**config.mk**
```make
export PLATFORM = sky130hd
export DESIGN_NAME = pipe_stage_reg
export DESIGN_NICKNAME = d
export VERILOG_FILES = /design/src/rtl/pipe_stage_reg.sv
export SDC_FILE = /design/constraint.sdc
export NUM_CORES = 1
export LEC_CHECK = 0
export BUFFER_PORTS_ARGS = -buffer_cell sky130_fd_sc_hd__buf_4
export CORE_AREA = 5 5 129 131
export DETAILED_ROUTE_END_ITERATION = 10
export DIE_AREA = 0 0 134 136
export PLACE_DENSITY = 0.78
export SLEW_MARGIN = 25
export SYNTH_ARGS = -nofsm -noshare
export SYNTH_HDL_FRONTEND = slang
export SYNTH_SLANG_ARGS = --single-unit
```
**constraint.sdc**
```tcl
create_clock -name clk -period 6.4 [get_ports clk]
set_input_delay 0.64 -clock clk [delete_from_list [all_inputs] [get_ports clk]]
set_output_delay 0.64 -clock clk [all_outputs]
set_load 0.05 [all_outputs]
```
**src/rtl/pipe_stage_reg.sv**
```systemverilog
// ---------------------------------------------------------------------------
// pipe_stage_reg
//
// Parametrised inter-stage pipeline register for the five-stage MIPS core.
// One instance sits at each of the F/D, D/E, E/M and M/W boundaries and
// carries one instruction slot from the upstream stage to the downstream one.
//
// Per-edge action, highest priority first:
//   reset  -> PC = RESET_PC, everything else cleared
//   req    -> PC = HANDLER_PC, everything else cleared (handler bubble)
//   flush  -> bubble: instr/data/valid/exccode cleared, PC and BD captured
//   stall  -> hold all contents
//   load   -> capture all fields, merging the exception code
//
// Parameters:
//   DATA_W     width of one data lane
//   LANES      number of data lanes (>= 1)
//   EXC_W      exception-code width; code 0 means "no exception"
//   RESET_PC   PC loaded on reset and at power-up
//   HANDLER_PC PC loaded on an exception request
//
// Ports:
//   clk          clock; all state changes on the rising edge
//   reset        synchronous, active-high reset
//   req          exception/interrupt request
//   flush        insert a bubble on this edge
//   stall        hold current contents
//   in_pc        upstream PC
//   in_instr     upstream instruction word
//   in_data      upstream data lanes, lane k at [k*DATA_W +: DATA_W]
//   in_valid     upstream slot holds a real instruction
//   in_exccode   exception code already attached upstream
//   in_exc_new   exception detected in the upstream stage this cycle
//   in_bd        upstream instruction is in a branch-delay slot
//   out_*        registered copies of the matching inputs
// ---------------------------------------------------------------------------
module pipe_stage_reg #(
  parameter int unsigned DATA_W     = 32,
  parameter int unsigned LANES      = 3,
  parameter int unsigned EXC_W      = 5,
  parameter logic [31:0] RESET_PC   = 32'h0000_3000,
  parameter logic [31:0] HANDLER_PC = 32'h0000_4180
) (
  input  logic                      clk,
  input  logic                      reset,
  input  logic                      req,
  input  logic                      flush,
  input  logic                      stall,
  input  logic [31:0]               in_pc,
  input  logic [31:0]               in_instr,
  input  logic [DATA_W*LANES-1:0]   in_data,
  input  logic                      in_valid,
  input  logic [EXC_W-1:0]          in_exccode,
  input  logic [EXC_W-1:0]          in_exc_new,
  input  logic                      in_bd,
  output logic [31:0]               out_pc,
  output logic [31:0]               out_instr,
  output logic [DATA_W*LANES-1:0]   out_data,
  output logic                      out_valid,
  output logic [EXC_W-1:0]          out_exccode,
  output logic                      out_bd
);

  localparam int unsigned DW = DATA_W * LANES;

  // Action chosen for the coming edge, in priority order.
  typedef enum logic [2:0] {
    ACT_RESET,
    ACT_REQ,
    ACT_FLUSH,
    ACT_HOLD,
    ACT_LOAD
  } action_e;

  // Everything the stage carries, kept together so each action is one
  // assignment of the whole slot.
  typedef struct packed {
    logic [31:0]      pc;
    logic [31:0]      instr;
    logic [DW-1:0]    data;
    logic             valid;
    logic [EXC_W-1:0] exccode;
    logic             bd;
  } stage_t;

  action_e          action;
  logic [EXC_W-1:0] merged_exc;
  stage_t           stage_d;

  // NOTE: the register gets its reset value as a declaration initialiser so
  // power-up contents match the reset state without waiting for a reset edge.
  stage_t stage_q = '{pc: RESET_PC, instr: '0, data: '0, valid: 1'b0,
                      exccode: '0, bd: 1'b0};

  // Priority decode of the control inputs.
  always_comb begin
    if (reset)      action = ACT_RESET;
    else if (req)   action = ACT_REQ;
    else if (flush) action = ACT_FLUSH;   // flush beats stall: bubble goes in
    else if (stall) action = ACT_HOLD;
    else            action = ACT_LOAD;
  end

  // An exception attached further upstream is older and always wins; a
  // newly detected one only applies to a real instruction.
  always_comb begin
    merged_exc = '0;
    if (in_valid) begin
      merged_exc = (in_exccode != '0) ? in_exccode : in_exc_new;
    end
  end

  // Next-state selection for the whole slot.
  always_comb begin
    // NOTE: defaulting to the held value first means every path assigns
    // stage_d, so no latch is inferred and "hold" needs no explicit branch.
    stage_d = stage_q;
    unique case (action)
      ACT_RESET: begin
        stage_d    = '0;
        stage_d.pc = RESET_PC;
      end
      ACT_REQ: begin
        stage_d    = '0;
        stage_d.pc = HANDLER_PC;
      end
      ACT_FLUSH: begin
        // Bubble keeps the held instruction's PC and BD so an interrupt
        // taken on the bubble still reports the right EPC.
        stage_d    = '0;
        stage_d.pc = in_pc;
        stage_d.bd = in_bd;
      end
      ACT_HOLD: begin
        stage_d = stage_q;
      end
      ACT_LOAD: begin
        stage_d.pc      = in_pc;
        stage_d.instr   = in_instr;
        stage_d.data    = in_data;
        stage_d.valid   = in_valid;
        stage_d.exccode = merged_exc;
        stage_d.bd      = in_bd;
      end
      default: stage_d = stage_q;
    endcase
  end

  // NOTE: sequential state uses non-blocking assignment so every register
  // samples the pre-edge values regardless of process ordering.
  always_ff @(posedge clk) begin
    stage_q <= stage_d;
  end

  assign out_pc      = stage_q.pc;
  assign out_instr   = stage_q.instr;
  assign out_data    = stage_q.data;
  assign out_valid   = stage_q.valid;
  assign out_exccode = stage_q.exccode;
  assign out_bd      = stage_q.bd;

endmodule
```
==> results.py <==
metrics = {
    "setup_path": {
        "worstPathCellList": "buf_4 -> nor4_4 -> buf_6 -> nand2_1 -> a21oi_1",
        "crit_required_ns": 6.65,
        "arrival_ns": 2.13,
        "crit_family": "buffers and inverters",
        "crit_path_end_kind": "flip-flop",
        "crit_fanout": 129,
        "critPathKind": "in -> reg",
        "slowest_delay_ns": 0.59,
        "slowest_stage": "buf_6",
        "path_buf_inv": 2,
        "start_kind": "input port",
    },
    "die": {
        "start_util_pct": 40.3,
        "dieWidth_um": 134,
        "ioPinCount": 344,
        "rows": 46,
        "die_h_um": 136,
        "dieArea_um2": 18200,
        "coreArea_um2": 15500,
    },
    "clock_tree": {
        "holdBufCountCts": 0,
        "numCtsBuffers": 17,
        "clk_pin_slew_worst_paths_ns": 0.07,
        "cts_htree_levels": 4,
        "clock_sinks": 167,
        "post-cts-setup-buffers": 0,
        "cts_buffer_depth": 2,
        "cts_root_buf": "clkbuf_16",
        "post_cts_resized": 0,
        "tritoncts": "built",
    },
    "global_route": {
        "antenna_found_initial": 0,
        "grt_max_degree": 130,
        "grtUsageMet2_pct": 31.2,
        "grt_use_total_pct": 17.4,
        "grt_pass1_vias": 4396,
        "met1_usage_pct": 18.2,
        "gr-max-usage-layer": "met2",
        "use_met3_pct": 7.51,
        "grt_first_pass_wirelength_um": 24100,
        "overflow": 0,
    },
    "synthesis": {
        "ys_seq_area_share_pct": 80.4,
        "synthesis.nets": 547,
        "syn_area_um2": 6240,
        "avgSynthCellArea_um2": 16.9,
        "yosysWarnings": 0,
        "synth-seq-cells": 167,
        "synth.distinct_cells": 16,
        "netlist_instances": 370,
    },
    "timing": {
        "slew_violations": 0,
        "fin_crit_sh_pct": 29.4,
        "fin_setup_tns_ns": 0,
        "rsz0062_at_grt": "no",
        "slew_headroom_pct": 38.9,
        "tightest_slew_ns": 0.917,
        "hold_viol_final": 0,
        "whs_ns": 0.498,
        "setup_viol": 0,
        "fmax_mhz": 532,
        "fin_crit_ns": 1.88,
    },
    "route": {
        "detail-route-antenna-nets": 0,
        "wirelength_um": 16600,
        "drt_iter0_markers": 238,
        "drc": 0,
        "num_vias": 4221,
        "wl_per_cell_um": 17.9,
        "vias_per_cell": 4.57,
        "dr.pass1.iters": 4,
    },
    "placement": {
        "dpl.hpwl_um": 12400,
        "gp_congestion": 0.770,
        "portBuffers": 343,
        "place_inst": 892,
    },
    "final_layout": {
        "final_layout_size_suffix_gt1_share_pct": 51.9,
        "area_growth_pct": 53.5,
        "antennaDiodeCount": 0,
        "fin_nets": 896,
        "nFillCells": 1178,
        "final_core_util_pct": 61.9,
        "stdcell_count": 924,
    },
    "pwr": {
        "leakage_nw": 4.56,
        "p_per_area_nw_per_um2": 271,
        "peakVddDrop_mv": 0.149,
    },
    "worst_hold_path": {
        "hold_class": "in -> reg",
    },
    "outcome": {
        "status": "complete, no violations",
    },
    "flow_run": {
        "drv_cap": 0,
    },
}
## final cells by class
| type | count | area (µm²) | area share (%) |
|---|---|---|---|
| flip-flops and latches | 167 | 5010 | 52.4 |
| repair buffers | 347 | 2610 | 27.3 |
| multi-input cells | 181 | 1140 | 11.9 |
| clock buffers | 17 | 425 | 4.44 |
| well taps | 192 | 240 | 2.51 |
| clock inverters | 15 | 125 | 1.31 |
| inverters | 5 | 18.8 | 0.196 |
## cell usage in the layout, fill, tap and decap left out, types with 3 or more instances in the layout
master,synthesis,final
inv_1,5,5
edfxtp_1,167,167
clkbuf_16,0,17
buf_4,0,345
inv_6,0,4
nor2_1,4,4
clkinv_2,0,4
a21oi_1,5,5
a21o_1,3,3
and2_1,156,156
## path summary, 6_finish.rpt
check | slack [ns] | start | cells past startpoint | end
max | 4.52 | req | 5 | out_exccode[2]$_DFFE_PP_
min | 0.50 | in_pc[7] | 2 | out_pc[7]$_DFFE_PP_
## per-layer routing
| layer | vias to the layer above | routed length, µm | share of wire, % |
|---|---|---|---|
| li1 | 1995 | - | - |
| met1 | 1987 | 5770 | 35 |
| met2 | 210 | 8800 | 53 |
| met3 | 29 | 1620 | 9.8 |
| met4 | 0 | 392 | 2.4 |
| met5 | - | 0 | 0 |
## synth_stat cells
master | n | area share (%)
edfxtp_1 | 167 | 80
and2_1 | 156 | 16
buf_2 | 13 | 1.0
a21oi_1 | 5 | 0.40
inv_1 | 5 | 0.30
clkbuf_1 | 4 | 0.24
nor2_1 | 4 | 0.24
a21o_1 | 3 | 0.36
a31oi_1 | 2 | 0.20
nand2_1 | 2 | 0.12
nand3b_1 | 2 | 0.24
nor2b_1 | 2 | 0.20
nor3_1 | 2 | 0.16
nor3_2 | 1 | 0.16
nor4_1 | 1 | 0.10
nor4_2 | 1 | 0.20
## flip-flops by register name, summed over array words and instances (netlist names)
| signal | cells |
|---|---|
| out_exccode | 5 |
| out_bd | 1 |
| out_instr | 32 |
| out_valid | 1 |
| out_data | 96 |
| out_pc | 32 |
## logic make-up after synthesis
logic type / share of synthesized area, %
buffers and inverters: 1.58
AND/OR/NAND/NOR: 17.1
AO/OA/AOI/OAI: 0.963
flip-flops: 80.4
## per-stage QoR
stage,total power [mW],area (µm²),setup slack (ns)
after detailed placement,1.67,9020,3.85
after global routing,2.69,9580,4.37
after CTS,2.62,9570,4.29
after global placement,1.66,9020,4.00
final,2.59,9580,4.52
after floorplan,1.50,6240,1.46
## power by group
| group | leakage [nW] | internal, mW | switching, mW |
|---|---|---|---|
| logic | 2.31 | 0.141 | 0.238 |
| registers | 1.98 | 1.25 | 0.0154 |
| clock network | 0.269 | 0.536 | 0.413 |
| total | 4.56 | 1.92 | 0.667 |
Power figures use the tool's default switching activity.
